File: src/rtl/down_counter_if.sv
// Control and status bundle for the down_counter interval timer.
// The master drives load/enable controls; the slave (the timer) reports count and flags.
interface down_counter_if #(
    parameter int COUNTER_WIDTH = 8
);
    logic                     load;
    logic [COUNTER_WIDTH-1:0] load_val;
    logic                     en;
    logic                     auto_rld;
    logic [COUNTER_WIDTH-1:0] cntr_o;
    logic                     tc_o;
    logic                     busy_o;
    logic                     done_o;

    modport master (
        output load, load_val, en, auto_rld,
        input  cntr_o, tc_o, busy_o, done_o
    );

    modport slave (
        input  load, load_val, en, auto_rld,
        output cntr_o, tc_o, busy_o, done_o
    );
endinterface

File: src/rtl/down_counter.sv
// Loadable down-counter / interval timer with one-cycle terminal pulse,
// optional auto-reload and a sticky expiry flag.
//
// state | meaning
// IDLE  | not loaded, or loaded with zero
// RUN   | counting down on enabled cycles
// DONE  | expired without reload; count parked at zero
module down_counter #(
    parameter int COUNTER_WIDTH = 8
) (
    input  logic          clk,
    input  logic          rst,
    down_counter_if.slave bus
);
    typedef enum logic [1:0] {
        IDLE = 2'd0,
        RUN  = 2'd1,
        DONE = 2'd2
    } state_t;

    localparam logic [COUNTER_WIDTH-1:0] ONE  = {{(COUNTER_WIDTH-1){1'b0}}, 1'b1};
    localparam logic [COUNTER_WIDTH-1:0] ZERO = '0;

    state_t                   state_q, state_d;
    logic [COUNTER_WIDTH-1:0] cntr_q,  cntr_d;
    logic [COUNTER_WIDTH-1:0] rld_q,   rld_d;
    logic                     tc_q,    tc_d;
    logic                     done_q,  done_d;

    always_ff @(posedge clk or negedge rst) begin
        if (!rst) begin
            state_q <= IDLE;
            cntr_q  <= ZERO;
            rld_q   <= ZERO;
            tc_q    <= 1'b0;
            done_q  <= 1'b0;
        end else begin
            state_q <= state_d;
            cntr_q  <= cntr_d;
            rld_q   <= rld_d;
            tc_q    <= tc_d;
            done_q  <= done_d;
        end
    end

    // Load overrides everything, including a coincident terminal count.
    always_comb begin
        state_d = state_q;
        cntr_d  = cntr_q;
        rld_d   = rld_q;
        tc_d    = 1'b0;
        done_d  = done_q;

        if (bus.load) begin
            rld_d   = bus.load_val;
            cntr_d  = bus.load_val;
            done_d  = 1'b0;
            state_d = (bus.load_val != ZERO) ? RUN : IDLE;
        end else begin
            case (state_q)
                RUN: begin
                    if (bus.en) begin
                        if (cntr_q > ONE) begin
                            cntr_d = cntr_q - ONE;
                        end else begin
                            // Terminal: reload keeps the count from ever showing zero.
                            tc_d = 1'b1;
                            if (bus.auto_rld) begin
                                cntr_d = rld_q;
                            end else begin
                                cntr_d  = ZERO;
                                done_d  = 1'b1;
                                state_d = DONE;
                            end
                        end
                    end
                end
                IDLE, DONE: begin
                end
                default: begin
                    state_d = IDLE;
                end
            endcase
        end
    end

    assign bus.cntr_o = cntr_q;
    assign bus.tc_o   = tc_q;
    assign bus.busy_o = (state_q == RUN);
    assign bus.done_o = done_q;
endmodule
File: src/flat_wrapper.sv
// flat-port wrapper written by rule: the top's interface ports become plain ports
module down_counter_flat 
#(
    parameter int COUNTER_WIDTH = 8
)
  (clk, rst, bus_load, bus_load_val, bus_en, bus_auto_rld, bus_cntr_o, bus_tc_o, bus_busy_o, bus_done_o);
  down_counter_if #(.COUNTER_WIDTH(COUNTER_WIDTH)) bus_i ();
  input  logic clk;
  input  logic rst;
  input wire logic [$bits(bus_i.load)-1:0] bus_load;
  input wire logic [$bits(bus_i.load_val)-1:0] bus_load_val;
  input wire logic [$bits(bus_i.en)-1:0] bus_en;
  input wire logic [$bits(bus_i.auto_rld)-1:0] bus_auto_rld;
  output wire logic [$bits(bus_i.cntr_o)-1:0] bus_cntr_o;
  output wire logic [$bits(bus_i.tc_o)-1:0] bus_tc_o;
  output wire logic [$bits(bus_i.busy_o)-1:0] bus_busy_o;
  output wire logic [$bits(bus_i.done_o)-1:0] bus_done_o;
  assign bus_i.load = bus_load;
  assign bus_i.load_val = bus_load_val;
  assign bus_i.en = bus_en;
  assign bus_i.auto_rld = bus_auto_rld;
  assign bus_cntr_o = bus_i.cntr_o;
  assign bus_tc_o = bus_i.tc_o;
  assign bus_busy_o = bus_i.busy_o;
  assign bus_done_o = bus_i.done_o;
  down_counter #(.COUNTER_WIDTH(COUNTER_WIDTH)) u_core (.clk(clk), .rst(rst), .bus(bus_i));
endmodule
File: config.mk
export PLATFORM = sky130hd
export DESIGN_NAME = down_counter_flat
export DESIGN_NICKNAME = d
export VERILOG_FILES = /design/src/rtl/down_counter_if.sv /design/src/rtl/down_counter.sv /design/src/flat_wrapper.sv
export SDC_FILE = /design/constraint.sdc
export NUM_CORES = 1
export LEC_CHECK = 0
export ABC_AREA = 1
export ABC_CLOCK_PERIOD_IN_PS = 3800
export BUFFER_PORTS_ARGS = -buffer_cell sky130_fd_sc_hd__buf_4
export CORE_MARGIN = 8
export CORE_UTILIZATION = 45
export CTS_BUF_LIST = sky130_fd_sc_hd__clkbuf_2
export DETAILED_ROUTE_END_ITERATION = 12
export GPL_ROUTABILITY_DRIVEN = 0
export HOLD_SLACK_MARGIN = 0.1
export PLACE_DENSITY = 0.67
export SLEW_MARGIN = 20
export SYNTH_ARGS = -nofsm -noshare
export SYNTH_HDL_FRONTEND = slang
export SYNTH_SLANG_ARGS = --single-unit
File: constraint.sdc
create_clock -name clk -period 3.8 [get_ports clk]
set_input_delay 0 -clock clk [delete_from_list [all_inputs] [get_ports clk]]
set_output_delay 0 -clock clk [all_outputs]
set_load 0.02 [all_outputs]
After elaboration in Yosys (flattened, before gate mapping):

Cells that the tools add are included.

* add/subtract/negate cells: 1
* $lt $le $gt $ge: 1
* equal/unequal tests: 8
* mux-type cells: 20
* reduce and logical (&&, ||, !) cells: 8

Operators with widths (count)
* $mux W8: 5
* $mux W1: 10
* $ne A3 B3 Y1 const B: 3
* $gt A8 B1 Y1 const B: 1
* $mux W2: 4
* $reduce_and A4 Y1: 2
* $reduce_bool A8 Y1: 1
* $sub A8 B1 Y8 const B: 1
* $ne A2 B2 Y1 const B: 3
* $pmux W2 S2: 1
* $reduce_bool A2 Y1: 2
* $eq A2 B1 Y1 const B: 1
* $eq A2 B2 Y1 const B: 1
* $logic_not A2 Y1: 1
* $reduce_and A2 Y1: 1
* $reduce_or A2 Y1: 1

* register bits: 20
* input port bits: 13
* output and inout port bits: 11

Depth between registers and ports, before layout:

Gate-level depths: netlist of the first run.

* depth in word-level cells: 5
* gate-level depth with buffers: 11
* mapped depth without buffers: 11

Least setup slack after synthesis of the first run:

Ideal clock, no wire load.

* path type: flip-flop to flip-flop
* start: register u_core.cntr_q[0], in the netlist u_core.bus.cntr_o[0]
* end: register u_core.cntr_q[2], in the netlist u_core.bus.cntr_o[2]
* setup time: 65 ps
* data arrival time: 1542 ps
* slack: 2193 ps
* cell stages (with the launch flop): 12
* clock period less this slack: 1607 ps
* cell sequence: dfrtp_1 -> inv_1 -> ha_1 -> inv_1 -> nand2_1 -> nand2_2 -> inv_1 -> nand2_2 -> nand2_2 -> o21ai_0 -> nand2_1 -> nand2_1

* longest elaborated chain between the ends: 5
* elaborated cells between the ends (all ways): 6

RTL lines
* start, declared: line down_counter.sv:25 `logic [COUNTER_WIDTH-1:0] cntr_q, cntr_d;`
* start signal, assigned: line down_counter.sv:39 `cntr_q <= cntr_d;`
* $sub A8 B1 Y8 / $gt A8 B1 Y1 (equally long branches): line down_counter.sv:64, down_counter.sv:63
* $mux W8 *: line down_counter.sv:63 `if (cntr_q > ONE) begin`
* $mux W8 *: line down_counter.sv:62 `if (bus.en) begin`
* $mux W8 *: line down_counter.sv:60 `case (state_q)`
* $mux W8 *: line down_counter.sv:54 `if (bus.load) begin`

Every way passes the cells marked *; elsewhere a longest branch is shown, timed or not. The select of a mux whose other input is x is not followed.
A chain may end at the register's enable or synchronous reset.

Worst setup path after layout of the first run:

* start: register u_core.cntr_q[0], in the netlist u_core.bus.cntr_o[0]
* end: register u_core.cntr_q[3], in the netlist u_core.bus.cntr_o[3]

The elaborated chain is that of the path after synthesis.

==> metrics.md, run 1 <==
| Metric | Value |
|---|---|
| Setup TNS | `0 ns` |
| Initial drt markers | `60` |
| Die W | `68.3 um` |
| Drt drc | `0` |
| Num Clock Sinks | `20` |
| # setup viols final | `0` |
| Nets | `235` |
| Detailed Route WL | `3.19 mm` |
| HP Class | `primary input to register` |
| CTS tree | `done` |
| Worst Clk Skew | `0.0224 ns` |
| Hold path cells | `4` |
| LEAKAGE | `0.917 nW` |
| RSZ-0062 raised after global routing | `no` |
| Antenna viol nets, final | `0` |
| Most frequent cells in the layout | `57 x nand2_1, 25 x inv_1, 23 x buf_4` |
| CTS root buf | `clkbuf_2` |
| Vias in the first global route | `1,224` |
| Mean post-synth cell area | `7.02 um^2` |
| Required @ worst endpoint | `4.03 ns` |
| Final Hold Fails | `0` |
| PnR worst setup slack | `1.60 ns` |
| Measured slew at the worst slew-check pin | `0.923 ns` |
| Clock-pin slew on the worst setup and hold paths | `0.20 ns` |
| Max-cap violations | `0` |
| Longest Clk Path Bufs | `2` |
| DR WL/cell | `12.8 um` |
| Hold slack final | `0.488 ns` |
| Setup crit start kind | `register` |
| Worst skew pair latency | `0.31 ns` |
| CP Max Fanout | `9` |
| #FFs+latches synth | `20` |
| Distinct cells, synth | `23` |
| Core box area | `2660 um^2` |
| Total Routing Usage GR | `0.150` |
| H-tree depth | `1` |
| Mapped Area | `1230 um^2` |
| Synth top area share | `0.407` |
| Final min period | `2.20 ns` |
| Syn. warnings | `0` |
| Final Cycle Share | `0.578` |
| Largest net degree at the start of global routing | `24` |
| Status | `completed` |
| CTS buffer count | `3` |
| Sequential cell area fraction in the yosys report | `0.407` |
| WP data arrival | `2.42 ns` |
| Post-synthesis net count | `190` |
| Commonest non-fill, non-tap cell in the layout | `nand2_1` |
| Initial Util | `0.461` |
| Die Y | `68.3 um` |
| IO buf count | `23` |
| Synth area leader | `dfrtp_1` |
| Worst Setup End Kind | `register` |
| Antenna fix cells | `0` |
| Cells after Synth | `175` |
| Peak VDD IR | `0.000271 V` |
| DP Wirelength | `2.22 mm` |
| Dpl cells | `224` |
| Pins Over Slew Limit | `0` |
| Fin cells | `250` |
| WS Path Type | `register to register` |
| First-pass GRT wire length | `5.40 mm` |
| IO Count | `24` |
| Area delta synth->final | `37.0%` |
| Die ar. | `4660 um^2` |
| DR vias/cell | `4.97` |
| Grt total ovfl | `0` |
| Row Count | `19` |
| Share of cells above drive strength 1 | `0.183` |
| Setup WS pre-CTS | `2.10 ns` |
| Power density over cell area | `371 nW/um^2` |
| Initial antenna violation count | `0` |
| Via count | `1,243` |
| Worst rel slew slack | `0.383` |
| DR pass1 iterations | `4` |
| Max frequency | `455 MHz` |
| Worst reg-to-reg path cell count | `12` |
| Synth area leaders | `dfrtp_1 41%, nand2_1 17%, inv_1 7.6%, nand3_1 5.7%, nor2_1 5.5%` |
## where the power goes
part	switching [mW]	internal, mW	total [mW]
registers	0.0262	0.237	0.263
clock network	0.0645	0.0909	0.155
logic	0.121	0.0848	0.206
total	0.211	0.412	0.624
## cells in the mapped netlist
cell and number:
nand2_1 57, inv_1 25, dfrtp_1 20, nor2_1 18, nand3_1 14, o21ai_0 8
nand4_1 6, a21oi_1 3, buf_2 3, nand2_2 3, clkbuf_1 2, ha_1 2
nor2_2 2, nor2_4 2, nor4_1 2, a21oi_2 1, inv_2 1, nand2_4 1
nand3_2 1, nand3b_1 1, nor2_8 1, nor3_1 1, nor3_2 1
## flip-flops by register name, summed over array words and instances (netlist names)
| signal | flops |
|---|---|
| u_core.bus.done_o | 1 |
| u_core.bus.cntr_o | 8 |
| u_core.state_q | 2 |
| u_core.rld_q | 8 |
| u_core.bus.tc_o | 1 |
## stage by stage
step / power [mW] / utilization / area (um^2)
floorplan: 0.383 / - / 1230
global placement: 0.449 / 0.532 / 1420
detailed placement: 0.451 / 0.532 / 1420
CTS: 0.633 / 0.632 / 1680
global route: 0.669 / 0.632 / 1680
finish: 0.624 / 0.632 / 1680
## logic make-up after synthesis
group	after synthesis	share of synthesized area
AO/OA/AOI/OAI	12	0.0519
adder cells (fa/ha/maj)	2	0.0204
buffers and inverters	31	0.0978
flip-flops	20	0.407
AND/OR/NAND/NOR	110	0.423
## metal layers
| layer | up-vias | part of all wire | GRT usage |
|---|---|---|---|
| li1 | 635 | - | - |
| met1 | 570 | 0.44 | 0.186 |
| met2 | 36 | 0.50 | 0.256 |
| met3 | 2 | 0.057 | 0.0311 |
| met4 | 0 | 0.0066 | 0.0409 |
| met5 | - | 0 | 0 |
## critical path, cell delays in order (launching register included)
cell	delay, ns
dfrtp_1	0.47
inv_1	0.13
ha_1	0.24
inv_1	0.08
nand2_1	0.07
nand2_2	0.10
nor2_8	0.17
nor2_4	0.06
nand2_1	0.06
nand2_1	0.05
nand2_1	0.06
nand3_1	0.07
dlygate4sd3_1	0.57
## area by class of cell
class,count,area (um^2)
multi-input combinational,124,608
fill,241,980
clock inverter,1,30.0
clock buffer,3,15.0
timing repair buffer,45,393
inverter,26,97.6
sequential,20,500
tap,31,38.8
## final timing paths
| kind | from | to | slack [ns] |
|---|---|---|---|
| setup / recovery | u_core.bus.cntr_o[0] | u_core.bus.cntr_o[3] | 1.60 |
| hold / removal | bus_load_val[2] | u_core.rld_q[2] | 0.49 |
| setup reg to reg | u_core.bus.cntr_o[0] | u_core.bus.cntr_o[3] | 1.60 |
| hold reg to reg | u_core.rld_q[6] | u_core.rld_q[6] | 0.51 |
| max in group asynchronous | rst | u_core.state_q[0] | 2.36 |
| min in group asynchronous | rst | u_core.bus.cntr_o[5] | 0.86 |
## timing repair
action / CTS / global route
hold buffers: 22 / 0
resized for setup: 0 / 0
setup buffers: 0 / 0
endpoints found under the hold margin: 40 / 0
Note: power is estimated with default switching activity, not from simulation.
==> run 2, diff against run 1 <==
--- a/config.mk
+++ b/config.mk
@@ -6,7 +6,7 @@
 export NUM_CORES = 1
 export LEC_CHECK = 0
 export ABC_AREA = 1
-export ABC_CLOCK_PERIOD_IN_PS = 3800
+export ABC_CLOCK_PERIOD_IN_PS = 2050
 export BUFFER_PORTS_ARGS = -buffer_cell sky130_fd_sc_hd__buf_4
 export CORE_MARGIN = 8
 export CORE_UTILIZATION = 45
==> constraint.sdc (replaced) <==
create_clock -name clk -period 2.05 [get_ports clk]
set_input_delay 0 -clock clk [delete_from_list [all_inputs] [get_ports clk]]
set_output_delay 0 -clock clk [all_outputs]
set_load 0.02 [all_outputs]
==> run 2 against run 1 <==
Wire length decreased by 1.6%. Sequential share of layout area increased by 0.18 points. Die area unchanged. Register-to-register slack got worse by 1.3 ns. Critical endpoint is now u_core.rld_q[7]. Combinational power increased by 82%. Worst hold slack got worse by 0.0031 ns. Clock skew decreased by 0.0049 ns. Cell count decreased by 0.40%. Critical path depth decreased by 6.
==> metrics.md, run 2 (same netlist as run 1, synthesis figures left out) <==
| Metric | Value |
|---|---|
| DP Wirelength | `2.22 mm (unchanged)` |
| Nets | `234 (was 235)` |
| WS Path Type | `primary input to register (was register to register)` |
| H-tree depth | `1 (unchanged)` |
| Die ar. | `4660 um^2 (unchanged)` |
| Power density over cell area | `688 nW/um^2 (was 371 nW/um^2)` |
| # setup viols final | `0 (unchanged)` |
| Setup TNS | `0 ns (unchanged)` |
| Area delta synth->final | `36.2% (was 37.0%)` |
| Worst skew pair latency | `0.31 ns (about the same)` |
| IO Count | `24 (unchanged)` |
| Share of cells above drive strength 1 | `0.183 (about the same)` |
| Longest Clk Path Bufs | `2 (unchanged)` |
| Setup crit start kind | `primary input (was register)` |
| Initial antenna violation count | `0 (unchanged)` |
| Row Count | `19 (unchanged)` |
| Die W | `68.3 um (unchanged)` |
| Total Routing Usage GR | `0.148 (was 0.150)` |
| Largest net degree at the start of global routing | `24 (unchanged)` |
| WP data arrival | `2.13 ns (was 2.42 ns)` |
| Final min period | `1.86 ns` |
| IO buf count | `23 (unchanged)` |
| Max frequency | `539 MHz` |
| Antenna viol nets, final | `0 (unchanged)` |
| Pins Over Slew Limit | `0 (unchanged)` |
| Most frequent cells in the layout | `57 x nand2_1, 25 x inv_1, 23 x buf_4 (unchanged)` |
| Antenna fix cells | `0 (unchanged)` |
| Peak VDD IR | `0.000502 V (was 0.000271 V)` |
| CTS root buf | `clkbuf_2 (unchanged)` |
| CTS tree | `done (unchanged)` |
| Worst Setup End Kind | `register (unchanged)` |
| Final Cycle Share | `0.906` |
| HP Class | `primary input to register (unchanged)` |
| Initial drt markers | `61 (was 60)` |
| Die Y | `68.3 um (unchanged)` |
| Total chip power | `1.15 mW (was 624 uW)` |
| LEAKAGE | `0.913 nW (was 0.917 nW)` |
| CP Max Fanout | `23 (was 9)` |
| Fillcell total | `242 (was 241)` |
| Hold_buf cts | `21 (was 22)` |
| Via count | `1,215 (was 1,243)` |
| DR WL/cell | `12.6 um (was 12.8 um)` |
| Core box area | `2660 um^2 (unchanged)` |
| DR pass1 iterations | `4 (unchanged)` |
| Drt drc | `0 (unchanged)` |
| DR vias/cell | `4.88 (was 4.97)` |
| Grt total ovfl | `0 (unchanged)` |
| Initial Util | `0.461 (unchanged)` |
| Commonest non-fill, non-tap cell in the layout | `nand2_1 (unchanged)` |
| CTS buffer count | `3 (unchanged)` |
| Vias in the first global route | `1,213 (was 1,224)` |
| Postcts setup bufs | `0 (unchanged)` |
| Required @ worst endpoint | `2.32 ns (was 4.03 ns)` |
| Post-CTS resize count | `0 (unchanged)` |
| RSZ-0062 raised after global routing | `no (unchanged)` |
| Worst Clk Skew | `0.0175 ns (was 0.0224 ns)` |
| Num Clock Sinks | `20 (unchanged)` |
| First-pass GRT wire length | `5.36 mm (was 5.40 mm)` |
| Max-cap violations | `0 (unchanged)` |
| Worst rel slew slack | `0.385 (was 0.383)` |
| Clock-pin slew on the worst setup and hold paths | `0.20 ns (about the same)` |
| Status | `completed (unchanged)` |
| Final Hold Fails | `0 (unchanged)` |
| Measured slew at the worst slew-check pin | `0.920 ns (was 0.923 ns)` |
| Detailed Route WL | `3.14 mm (was 3.19 mm)` |
## run 2: final timing paths
| path | from | end | slack (ns) | cells after the start |
|---|---|---|---|---|
| max | bus_load | u_core.rld_q[7] | 0.19 | 6 |
| min | bus_load_val[2] | u_core.rld_q[2] | 0.49 | 4 |
| max reg2reg | u_core.bus.cntr_o[0] | u_core.bus.cntr_o[5] | 0.34 | 11 |
| min reg2reg | u_core.bus.done_o | u_core.bus.done_o | 0.51 | 2 |
| max in group asynchronous | rst | u_core.state_q[0] | 0.62 | 3 |
| min in group asynchronous | rst | u_core.bus.cntr_o[5] | 0.86 | 3 |
## run 2: stage by stage
step                      hold WS, ns  instance area [um^2]  utilization  cells  setup slack, ns
after floorplan                -0.296                  1230            -    175            0.443
after global placement         -0.106                  1420        0.532    224            0.409
after detailed placement       -0.101                  1420        0.532    224            0.352
after CTS                       0.448                  1670        0.628    249            0.281
after global routing            0.444                  1670        0.628    249           0.0910
final                           0.485                  1670        0.628    249            0.193
## run 2: per-layer routing
layer,vias up,share of wire,track usage
li1,627,-,-
met1,553,0.44,0.186
met2,33,0.50,0.251
met3,2,0.058,0.0311
met4,0,0.0067,0.0409
met5,-,0,0
## run 2: final cells by class
class                   instances  area, um^2  area share
multi-input cells             124         608       0.364
flip-flops and latches         20         500       0.299
repair buffers                 44         383       0.229
inverters                      26        97.6      0.0583
well taps                      31        38.8      0.0232
clock inverters                 1        30.0      0.0180
clock buffers                   3        15.0     0.00898
## run 2: worst max-delay path, stage by stage
cell and delay (ns):
dlygate4sd3_1 0.52, buf_4 0.25, nand2_1 0.13, dlygate4sd3_1 0.57
o21ai_0 0.08, dlygate4sd3_1 0.57
## run 2: report_power, final
| part | internal [mW] | switching [mW] |
|---|---|---|
| Combinational | 0.153 | 0.222 |
| Sequential | 0.439 | 0.0490 |
| Clock | 0.168 | 0.121 |
==> run 3, diff against run 2 <==
--- a/config.mk
+++ b/config.mk
@@ -7,7 +7,7 @@
 export LEC_CHECK = 0
 export ABC_AREA = 1
 export ABC_CLOCK_PERIOD_IN_PS = 2050
-export BUFFER_PORTS_ARGS = -buffer_cell sky130_fd_sc_hd__buf_4
+export BUFFER_PORTS_ARGS = -buffer_cell sky130_fd_sc_hd__buf_2
 export CORE_MARGIN = 8
 export CORE_UTILIZATION = 45
 export CTS_BUF_LIST = sky130_fd_sc_hd__clkbuf_2
==> run 3 against run 2 <==
Non-clock buffer count fell by 8. Via count fell by 1.8%. Cell count fell by 3.6%. Sequential share of layout area rose by 3.3 points. Wire length fell by 5.8%. Sequential power fell by 0.8%. Sequential cell count did not move. Clock power fell by 47%. Count of clock-buffer cells in the layout did not move. Maximum frequency rose by 8.2%. Total power fell by 15%. Largest power group unchanged.
==> metrics.md, run 3 (same netlist as run 1, synthesis figures left out) <==
| Metric | Value |
|---|---|
| Measured slew at the worst slew-check pin | `0.456 ns (was 0.920 ns)` |
| Initial drt markers | `48 (was 61)` |
| WS Path Type | `register to register (was primary input to register)` |
| Worst reg-to-reg path cell count | `11 (unchanged)` |
| WP data arrival | `1.98 ns (was 2.13 ns)` |
| Most frequent cells in the layout | `57 x nand2_1, 25 x inv_1, 23 x buf_2 (was 57 x nand2_1, 25 x inv_1, 23 x buf_4)` |
| Row Count | `19 (unchanged)` |
| CTS tree | `done (unchanged)` |
| Area delta synth->final | `22.5% (was 36.2%)` |
| Reg power frac | `0.497 (was 0.423)` |
| Die W | `68.3 um (unchanged)` |
| CP Max Fanout | `5 (was 23)` |
| Die Y | `68.3 um (unchanged)` |
| Hold_buf cts | `13 (was 21)` |
| Hold path cells | `3 (was 4)` |
| Status | `completed (unchanged)` |
| Clock-pin slew on the worst setup and hold paths | `0.17 ns (was 0.20 ns)` |
| RSZ-0062 raised after global routing | `no (unchanged)` |
| DP Wirelength | `2.28 mm (was 2.22 mm)` |
| Max-cap violations | `0 (unchanged)` |
| Setup WS pre-CTS | `0.376 ns (was 0.352 ns)` |
| Combinational power share | `0.346 (was 0.325)` |
| Vias in the first global route | `1,190 (was 1,213)` |
| Final Cycle Share | `0.837 (was 0.906)` |
| DR pass1 iterations | `4 (unchanged)` |
| Longest Clk Path Bufs | `2 (unchanged)` |
| Power density over cell area | `647 nW/um^2 (was 688 nW/um^2)` |
| Nets | `226 (was 234)` |
| Share of cells above drive strength 1 | `0.187 (was 0.183)` |
| Initial Util | `0.461 (unchanged)` |
| Commonest non-fill, non-tap cell in the layout | `nand2_1 (unchanged)` |
| Antenna viol nets, final | `0 (unchanged)` |
| Grt total ovfl | `0 (unchanged)` |
| CTS buffer count | `3 (unchanged)` |
| IO buf count | `23 (unchanged)` |
| LEAKAGE | `0.852 nW (was 0.913 nW)` |
| HP Class | `primary input to register (unchanged)` |
| Pins Over Slew Limit | `0 (unchanged)` |
| IO Count | `24 (unchanged)` |
| Clock share of power | `0.157 (was 0.251)` |
| Max frequency | `583 MHz (was 539 MHz)` |
| Largest net degree at the start of global routing | `24 (unchanged)` |
| Detailed Route WL | `2.96 mm (was 3.14 mm)` |
| Postcts setup bufs | `0 (unchanged)` |
| NetSw | `378 uW (was 392 uW)` |
| Fillcell total | `261 (was 242)` |
| Via count | `1,193 (was 1,215)` |
| DR WL/cell | `12.3 um (was 12.6 um)` |
| PnR worst setup slack | `0.335 ns (was 0.193 ns)` |
| Num Clock Sinks | `20 (unchanged)` |
| Peak VDD IR | `0.000353 V (was 0.000502 V)` |
| Worst rel slew slack | `0.696 (was 0.385)` |
| Post-CTS resize count | `0 (unchanged)` |
| Worst Setup End Kind | `register (unchanged)` |
| Initial antenna violation count | `0 (unchanged)` |
| Antenna fix cells | `0 (unchanged)` |
| Core box area | `2660 um^2 (unchanged)` |
| Total Routing Usage GR | `0.142 (was 0.148)` |
| Setup crit start kind | `register (was primary input)` |
| CTS root buf | `clkbuf_2 (unchanged)` |
| Final Hold Fails | `0 (unchanged)` |
| Cell Int Power | `596 uW (was 760 uW)` |
| Worst Clk Skew | `0.00134 ns (was 0.0175 ns)` |
| DR vias/cell | `4.97 (was 4.88)` |
| Required @ worst endpoint | `2.32 ns (about the same)` |
| First-pass GRT wire length | `5.08 mm (was 5.36 mm)` |
| H-tree depth | `1 (unchanged)` |
| Setup TNS | `0 ns (unchanged)` |
| Switching share of power | `0.388 (was 0.340)` |
| Final min period | `1.72 ns (was 1.86 ns)` |
| Drt drc | `0 (unchanged)` |
| Die ar. | `4660 um^2 (unchanged)` |
| # setup viols final | `0 (unchanged)` |
| Worst skew pair latency | `0.31 ns (about the same)` |
[run 3: area by class of cell]
type	instances	area [um^2]	share of cell area
multi-input cells	124	608	0.404
flip-flops and latches	20	500	0.333
repair buffers	36	245	0.163
inverters	26	97.6	0.0648
well taps	31	38.8	0.0258
clock buffers	3	15.0	0.00998
[run 3: critical path, cell delays in order (launching register included)]
cell and delay (ns):
dfrtp_1 0.44, inv_1 0.11, ha_1 0.26, inv_1 0.09, nand2_1 0.06, nand2_2 0.13
inv_1 0.07, nand2_2 0.12, nand2_2 0.08, o21ai_0 0.17, nand2_1 0.07, nand2_1 0.06
[run 3: metrics by stage]
| stage | std cells | hold slack [ns] | cell area, um^2 | utilization | total power, mW |
|---|---|---|---|---|---|
| finish | 240 | 0.131 | 1510 | 0.565 | 0.974 |
| global route | 240 | 0.122 | 1510 | 0.565 | 1.05 |
| CTS | 240 | 0.114 | 1510 | 0.565 | 0.989 |
| detailed placement | 224 | -0.0217 | 1360 | 0.511 | 0.812 |
| global placement | 224 | -0.0250 | 1360 | 0.511 | 0.806 |
| floorplan | 175 | -0.296 | 1230 | - | 0.711 |
[run 3: layer usage]
metal  part of all wire  track usage
met1               0.46        0.165
met2               0.49        0.242
met3              0.039       0.0360
met4              0.015       0.0639
met5                  0            0
[run 3: power by group through the flow]
stage,clock [mW],sequential [mW],combinational [mW]
3_3_place_gp,0,0.491,0.315
6_report,0.153,0.484,0.337
2_1_floorplan,0,0.522,0.189
4_1_cts,0.164,0.484,0.341
3_5_place_dp,0,0.492,0.320
5_1_grt,0.184,0.492,0.377
[run 3: path summary, 6_finish.rpt]
check / start / endpoint / slack (ns)
setup / recovery: u_core.bus.cntr_o[0] / u_core.bus.cntr_o[2] / 0.33
hold / removal: bus_load / u_core.rld_q[4] / 0.13
setup reg to reg: u_core.bus.cntr_o[0] / u_core.bus.cntr_o[2] / 0.33
hold reg to reg: u_core.rld_q[4] / u_core.rld_q[4] / 0.50
max in group asynchronous: rst / u_core.state_q[0] / 1.60
min in group asynchronous: rst / u_core.bus.cntr_o[5] / 0.14
